File: src/rtl/mem_arbiter.sv
// Two-port (loader / cpu) arbiter onto a single synchronous memory port.
// Define ARB_RR_EN for round-robin tie breaking; otherwise port 0 has fixed priority.
module mem_arbiter #(
    parameter int ADDR_W = 8,
    parameter int DATA_W = 8
) (
    input  logic              clk,
    input  logic              rst,
    input  logic              req0,
    input  logic              we0,
    input  logic [ADDR_W-1:0] addr0,
    input  logic [DATA_W-1:0] wdata0,
    output logic              ack0,
    output logic [DATA_W-1:0] rdata0,
    input  logic              req1,
    input  logic              we1,
    input  logic [ADDR_W-1:0] addr1,
    input  logic [DATA_W-1:0] wdata1,
    output logic              ack1,
    output logic [DATA_W-1:0] rdata1,
    output logic              mem_en,
    output logic              mem_we,
    output logic [ADDR_W-1:0] mem_addr,
    output logic [DATA_W-1:0] mem_wdata,
    input  logic [DATA_W-1:0] mem_rdata,
    output logic [1:0]        state_dbg
);

    typedef enum logic [1:0] {
        IDLE    = 2'd0,
        ACCESS  = 2'd1,
        CAPTURE = 2'd2,
        DONE    = 2'd3
    } state_t;

    state_t            state_q;
    logic              win_q;
    logic              we_q;
    logic              mem_en_q;
    logic              mem_we_q;
    logic [ADDR_W-1:0] mem_addr_q;
    logic [DATA_W-1:0] mem_wdata_q;
    logic              ack0_q;
    logic              ack1_q;
    logic [DATA_W-1:0] rdata0_q;
    logic [DATA_W-1:0] rdata1_q;
    logic              win_d;
    logic              any_req;

    assign any_req = req0 | req1;

`ifdef ARB_RR_EN
    // last_q holds the most recently granted port; a tie goes to the other one.
    logic last_q;

    always_comb begin
        if (req0 && req1) begin
            win_d = ~last_q;
        end else begin
            win_d = ~req0;
        end
    end

    always_ff @(posedge clk) begin
        if (rst) begin
            last_q <= 1'b1;
        end else if (state_q == IDLE && any_req) begin
            last_q <= win_d;
        end
    end
`else
    always_comb begin
        win_d = ~req0;
    end
`endif

    always_ff @(posedge clk) begin
        if (rst) begin
            state_q     <= IDLE;
            win_q       <= 1'b0;
            we_q        <= 1'b0;
            mem_en_q    <= 1'b0;
            mem_we_q    <= 1'b0;
            mem_addr_q  <= '0;
            mem_wdata_q <= '0;
            ack0_q      <= 1'b0;
            ack1_q      <= 1'b0;
            rdata0_q    <= '0;
            rdata1_q    <= '0;
        end else begin
            case (state_q)
                IDLE: begin
                    if (any_req) begin
                        // Request is captured here; later input changes are ignored.
                        win_q       <= win_d;
                        we_q        <= win_d ? we1 : we0;
                        mem_we_q    <= win_d ? we1 : we0;
                        mem_addr_q  <= win_d ? addr1 : addr0;
                        mem_wdata_q <= win_d ? wdata1 : wdata0;
                        mem_en_q    <= 1'b1;
                        state_q     <= ACCESS;
                    end
                end
                ACCESS: begin
                    mem_en_q <= 1'b0;
                    mem_we_q <= 1'b0;
                    state_q  <= CAPTURE;
                end
                CAPTURE: begin
                    if (!we_q) begin
                        if (win_q) begin
                            rdata1_q <= mem_rdata;
                        end else begin
                            rdata0_q <= mem_rdata;
                        end
                    end
                    ack0_q  <= ~win_q;
                    ack1_q  <= win_q;
                    state_q <= DONE;
                end
                DONE: begin
                    ack0_q  <= 1'b0;
                    ack1_q  <= 1'b0;
                    state_q <= IDLE;
                end
                default: begin
                    state_q <= IDLE;
                end
            endcase
        end
    end

    assign ack0      = ack0_q;
    assign ack1      = ack1_q;
    assign rdata0    = rdata0_q;
    assign rdata1    = rdata1_q;
    assign mem_en    = mem_en_q;
    assign mem_we    = mem_we_q;
    assign mem_addr  = mem_addr_q;
    assign mem_wdata = mem_wdata_q;
    assign state_dbg = state_q;

endmodule

File: config.mk
export PLATFORM = sky130hd
export DESIGN_NAME = mem_arbiter
export DESIGN_NICKNAME = d
export VERILOG_FILES = /design/src/rtl/mem_arbiter.sv
export SDC_FILE = /design/constraint.sdc
export NUM_CORES = 1
export LEC_CHECK = 0
export BUFFER_PORTS_ARGS = -buffer_cell sky130_fd_sc_hd__buf_2
export CAP_MARGIN = 20
export CORE_ASPECT_RATIO = 2
export CORE_MARGIN = 2
export CORE_UTILIZATION = 46
export DETAILED_ROUTE_END_ITERATION = 16
export PLACE_DENSITY = 0.76
export SLEW_MARGIN = 20
export SYNTH_ARGS = -nofsm -noshare
export SYNTH_HDL_FRONTEND = slang
export SYNTH_SLANG_ARGS = --single-unit
File: constraint.sdc
create_clock -name clk -period 1.69 [get_ports clk]
set_input_delay 0.338 -clock clk [delete_from_list [all_inputs] [get_ports clk]]
set_output_delay 0.338 -clock clk [all_outputs]
set_load 0.005 [all_outputs]
==> reports/results.ini, run 1 <==
[run_status]
outcome=finished, final reports clean

[job]
max_cap_viol_count=0

[routing]
vias=1476
detail_route.first_pass.iterations=4
vias_per_cell=4.82
dr.first_iter.drc_count=19
drc=0
wire_per_inst_microns=11.8
ant_nets=0
wirelength_microns=3600

[synthesis]
synth_edf_count=0
synth_area_leaders=dfxtp_1 45%, mux2i_1 19%, a211oi_2 9.1%, nor2_1 7.4%, ha_1 4.2%
synth-warning-count=0
synth_nets=219
synth_seq_area_share_pct=45.0
syn_inst=167
synth_top_area_share_pct=45.0
synthMostInstantiatedCell=dfxtp_1
synth-async-reset-ratio_pct=0
ys_ff_latch=40
ys_types=23
synth_top_area_cell=dfxtp_1
synth_ff_type=dfxtp_1
netlist_area_sq_mm=0.00178
synth_commonest_cells=40 x dfxtp_1, 35 x nor2_1, 34 x mux2i_1, 13 x a211oi_2, 6 x ha_1
syn_area_per_cell_sq_um=10.7

[pwr]
internal_power_w=0.00219
pwr-share-comb_pct=36.6
pwr-share-seq_pct=39.4
irDropWorstVdd_uv=1000
power_switching_w=0.00105
pwr-share-clk_pct=24.0
p_per_area_mw_per_mm2=1360
power_leakage_nw=1.19
sw_frac_of_total_pct=32.3

[finish]
nets=306
n_antenna_cell=0
multi_input_area_sq_um=888
regArea_sq_um=801
fillers=325
area_delta_synth_final_pct=33.3
drive_gt1_share_pct=46.7
fin_area_sq_mm=0.00237

[global_route]
grt_usage_pct=16.9
grt_max_degree=35
grtUsageMet1_pct=20.5
overflow=0
top_usage_layer=met2
grt_pass1_vias=1385
met2_usage_pct=26.9
antenna_found_initial=0
use_met3_pct=2.95
grt_first_pass_wirelength_microns=5600

[hold_path]
hold_class=in -> reg

[clock_tree]
htree_levels=2
post_cts_buffers=0
cts.sinks=40
cts_tree=yes
cts_resized=0
clockBufferDepth=2
cts_buffers=5
ctsRootBufferMaster=clkbuf_8
clk_pin_slew_ns=0.08
cts_hold_buffers=0
clk_latency_ns=0.29

[worst_setup_path]
startpoint=state_dbg[1]
end_kind=flop
reg2reg_depth=5
crit_fanout=7
critPathArrivalTime_ns=1.68
required_ns=1.86
start_kind=flop
rrSetupSlack_ns=0.18
crit_path_end=mem_en
r2r_end=mem_en
r2r-start=state_dbg[1]
path_class=reg -> reg

[sta]
worst_pin_slew_ns=0.304
fin_crit_sh_pct=89.4
relSlewSlack_pct=79.2
rsz0062_at_grt=no
setup_viol=0
min_period_ns=1.51
fin_skew_ns=0.00757
hold_viol=0
max_freq_mhz=662
drv_slew=0
setup-tns-final_ns=0

[floorplanning]
fp-row-count=32
die_y_microns=92.0
die_w_microns=48.0
fp.coreArea_sq_mm=0.00376
dieArea_sq_mm=0.00441
start_util_pct=47.3
ios=84

[place]
placed_area_sq_mm=0.00225
detailed_place_hpwl_microns=2780
portBuffers=83
place_congestion=0.657

## critical path, cell delays in order (launching register included)
cell and delay [ns]:
dfxtp_1 0.36, inv_1 0.13, ha_2 0.25, or3b_4 0.42, a21oi_1 0.17, a311oi_2 0.06
## sequential cells by signal (all words and copies together), names as in the netlist, 2 cells and up
name and cells:
mem_addr 8, rdata0 8, rdata1 8, mem_wdata 8
state_dbg 2
## metal layers
metal / share of wire, % / vias to the layer above
met5: 0 / -
met4: 1.7 / 0
met2: 47 / 59
met3: 6.3 / 6
met1: 45 / 652
li1: - / 759
## cell usage in the layout (no fill, tap or decap), drive strengths merged
cell     instances
o21ai            2
dfxtp           40
a21oi            5
a311oi           1
nand3b           2
nor3             1
buf             92
clkbuf           5
or3b             1
clkinv           2
a2111oi          1
or2              1
nor2            35
mux2i           34
mux2             1
o21a             1
nor3b            2
inv              2
ha               6
a211oi          17
bufinv           1
nand2            3
## how the worst min path moves through the flow
stage / startpoint / cells past startpoint / slack [ns] / endpoint
after CTS: mem_rdata[6] / 3 / 0.29 / rdata1[6]
after detailed placement: mem_we / 2 / 0.47 / mem_we
after floorplan: rst / 1 / 0.43 / ack0
after global placement: mem_we / 2 / 0.46 / mem_we
final: mem_rdata[2] / 3 / 0.30 / rdata1[2]
after global routing: mem_rdata[2] / 3 / 0.29 / rdata1[2]
## cell type report
class / instances / area share [%]
tap: 51 / 2.69
multi-input combinational: 113 / 37.4
clock inverter: 3 / 2.00
timing repair buffer: 92 / 20.9
inverter: 2 / 0.316
clock buffer: 5 / 2.90
sequential: 40 / 33.8
## power by group through the flow
stage	Combinational, W	Clock, W	Sequential (W)
after floorplan	0.000792	0	0.00131
after global placement	0.00115	0	0.00129
after detailed placement	0.00118	0	0.00129
after CTS	0.00119	0.000798	0.00127
after global routing	0.00132	0.000829	0.00130
final	0.00118	0.000776	0.00127
## cell families after synthesis
group,Yosys count,synth area share (%)
compound gates,27,14.6
fa+ha+maj,6,4.22
buf+inv,14,5.49
flops,40,45.0
mux,35,19.8
simple gates,45,11.0
## per-stage QoR
step,setup slack (ns),utilization (%),hold slack (ns),power (W),std cells
after global placement,0.236,59.9,0.461,0.00243,298
final,0.179,63.0,0.300,0.00323,306
after detailed placement,0.160,59.9,0.472,0.00248,298
after global routing,0.0375,63.0,0.292,0.00344,306
after CTS,0.135,63.0,0.293,0.00326,306
after floorplan,0.264,-,0.428,0.00211,167
(Power assumes the default switching activity.)
==> run 2, diff against run 1 <==
==> constraint.sdc (replaced) <==
create_clock -name clk -period 1.69 [get_ports clk]
set_input_delay 0.2535 -clock clk [delete_from_list [all_inputs] [get_ports clk]]
set_output_delay 0.2535 -clock clk [all_outputs]
set_load 0.01 [all_outputs]
==> reports/results.ini, run 2 (synthesis gave the netlist of run 1 again) <==
[hold_path]
hold_start=mem_rdata[7]  ; was mem_rdata[2]
hold_class=in -> reg  ; unchanged

[worst_setup_path]
critPathArrivalTime_ns=1.71  ; was 1.68 ns
end_kind=flop  ; unchanged
slowest_delay_ns=0.43  ; was 0.42 ns
start_kind=flop  ; unchanged
r2r-start=state_dbg[1]  ; unchanged
required_ns=1.85  ; was 1.86 ns
startpoint=state_dbg[1]  ; unchanged
path_class=reg -> reg  ; unchanged
crit_slowest_cell=or3b_4  ; unchanged
crit_fanout=7  ; unchanged
worstPathCellList=inv_1 -> ha_1 -> or3b_4 -> a21oi_1 -> a311oi_2  ; was inv_1 -> ha_2 -> or3b_4 -> a21oi_1 -> a311oi_2

[sta]
relSlewSlack_pct=64.5  ; was 79.2%
fin_skew_ns=0.00531  ; was 0.00757 ns
drv_slew=0  ; unchanged
setup_slack_ns=0.144  ; was 0.179 ns
hold_viol=0  ; unchanged
fin_crit_sh_pct=91.5  ; was 89.4%
rsz0062_at_grt=no  ; unchanged
max_freq_mhz=647  ; was 662 MHz
setup-tns-final_ns=0  ; unchanged
min_period_ns=1.55  ; was 1.51 ns
setup_viol=0  ; unchanged
worst_pin_slew_ns=0.532  ; was 0.304 ns

[place]
dp.cells=296  ; was 298
portBuffers=83  ; unchanged
pre_cts_ws_ns=0.129  ; was 0.160 ns
detailed_place_hpwl_microns=2830  ; was 2780 microns
placed_area_sq_mm=0.00225  ; about the same
place_congestion=0.650  ; was 0.657

[floorplanning]
fp-row-count=32  ; unchanged
ios=84  ; unchanged
die_y_microns=92.0  ; unchanged
dieArea_sq_mm=0.00441  ; unchanged
fp.coreArea_sq_mm=0.00376  ; unchanged
die_w_microns=48.0  ; unchanged
start_util_pct=47.3  ; unchanged

[clock_tree]
htree_levels=2  ; unchanged
cts_tree=yes  ; unchanged
cts.sinks=40  ; unchanged
post_cts_buffers=0  ; unchanged
ctsRootBufferMaster=clkbuf_8  ; unchanged
clockBufferDepth=2  ; unchanged
cts_resized=0  ; unchanged
clk_latency_ns=0.29  ; about the same
cts_buffers=5  ; unchanged
clk_pin_slew_ns=0.08  ; about the same
cts_hold_buffers=0  ; unchanged

[finish]
mostFrequentLayoutCell=buf_2  ; unchanged
final_cells=304  ; was 306
multi_input_area_sq_um=886  ; was 888 sq um
fillers=347  ; was 325
n_antenna_cell=0  ; unchanged
mostFrequentLayoutCells=83 x buf_2, 40 x dfxtp_1, 35 x nor2_1, 34 x mux2i_1, 13 x a211oi_2  ; unchanged
nets=304  ; was 306
area_delta_synth_final_pct=33.1  ; was 33.3%
fin_area_sq_mm=0.00237  ; about the same
drive_gt1_share_pct=45.8  ; was 46.7%
regArea_sq_um=801  ; unchanged

[routing]
vias_per_cell=4.95  ; was 4.82
detail_route.first_pass.iterations=3  ; was 4
wirelength_microns=3590  ; was 3600 microns
highest_layer=met4  ; unchanged
vias=1505  ; was 1476
ant_nets=0  ; unchanged
wire_per_inst_microns=11.8  ; about the same
dr.first_iter.drc_count=19  ; unchanged
wl_met2_microns=1730  ; was 1700 microns
drc=0  ; unchanged
met3WireLength_microns=244  ; was 227 microns
wl_met1_microns=1530  ; was 1620 microns

[global_route]
antenna_found_initial=0  ; unchanged
overflow=0  ; unchanged
grt_usage_pct=18.1  ; was 16.9%
grt_max_degree=35  ; unchanged
grt_first_pass_wirelength_microns=5970  ; was 5600 microns
grt_pass1_vias=1426  ; was 1385

[pwr]
power_w=0.00331  ; was 0.00323 W
power_leakage_nw=1.19  ; about the same
irDropWorstVdd_uv=1140  ; was 1000 uV
p_per_area_mw_per_mm2=1400  ; was 1360 mW/mm^2

[run_status]
outcome=finished, final reports clean  ; unchanged

[job]
max_cap_viol_count=0  ; unchanged

## run 2: cell count changes in the layout (fill, tap and decap cells not counted)
cell    change
buf_4       -3
ha_1        +1
buf_12      +1
ha_2        -1
## run 2: layer usage
| layer | vias to the layer above | GRT usage [%] |
|---|---|---|
| met5 | - | 0 |
| met4 | 0 | 8.78 |
| met2 | 58 | 28.4 |
| li1 | 754 | - |
| met3 | 5 | 3.54 |
| met1 | 688 | 22.5 |
## run 2: metrics by stage
step	utilization, %	hold WS [ns]
floorplan	-	0.343
global placement	59.8	0.461
detailed placement	59.8	0.471
CTS	62.9	0.201
global route	62.9	0.205
finish	62.9	0.210
## run 2: worst max-delay path: cells and delay by family, from the launching register on
kind / cells / cell delay (ns)
compound gates: 2 / 0.23
fa+ha+maj: 1 / 0.27
buf+inv: 1 / 0.13
flops: 1 / 0.35
simple gates: 1 / 0.43
## run 2: layout make-up
type                            count  area share (%)
Timing Repair Buffer               90            20.8
Sequential cell                    40            33.8
Clock inverter                      3            2.01
Multi-Input combinational cell    113            37.4
Inverter                            2           0.317
Clock buffer                        5            2.91
Tap cell                           51            2.70
## run 2: worst paths after layout
kind / end / slack, ns / cells past startpoint
setup / recovery: mem_en / 0.14 / 5
hold / removal: rdata1[7] / 0.21 / 3
setup reg to reg: mem_en / 0.14 / 5
hold reg to reg: mem_we / 0.48 / 2
## run 2: where the power goes
part	switching (W)	internal (W)
logic	0.000675	0.000584
registers	0.000116	0.00116
clock network	0.000337	0.000444
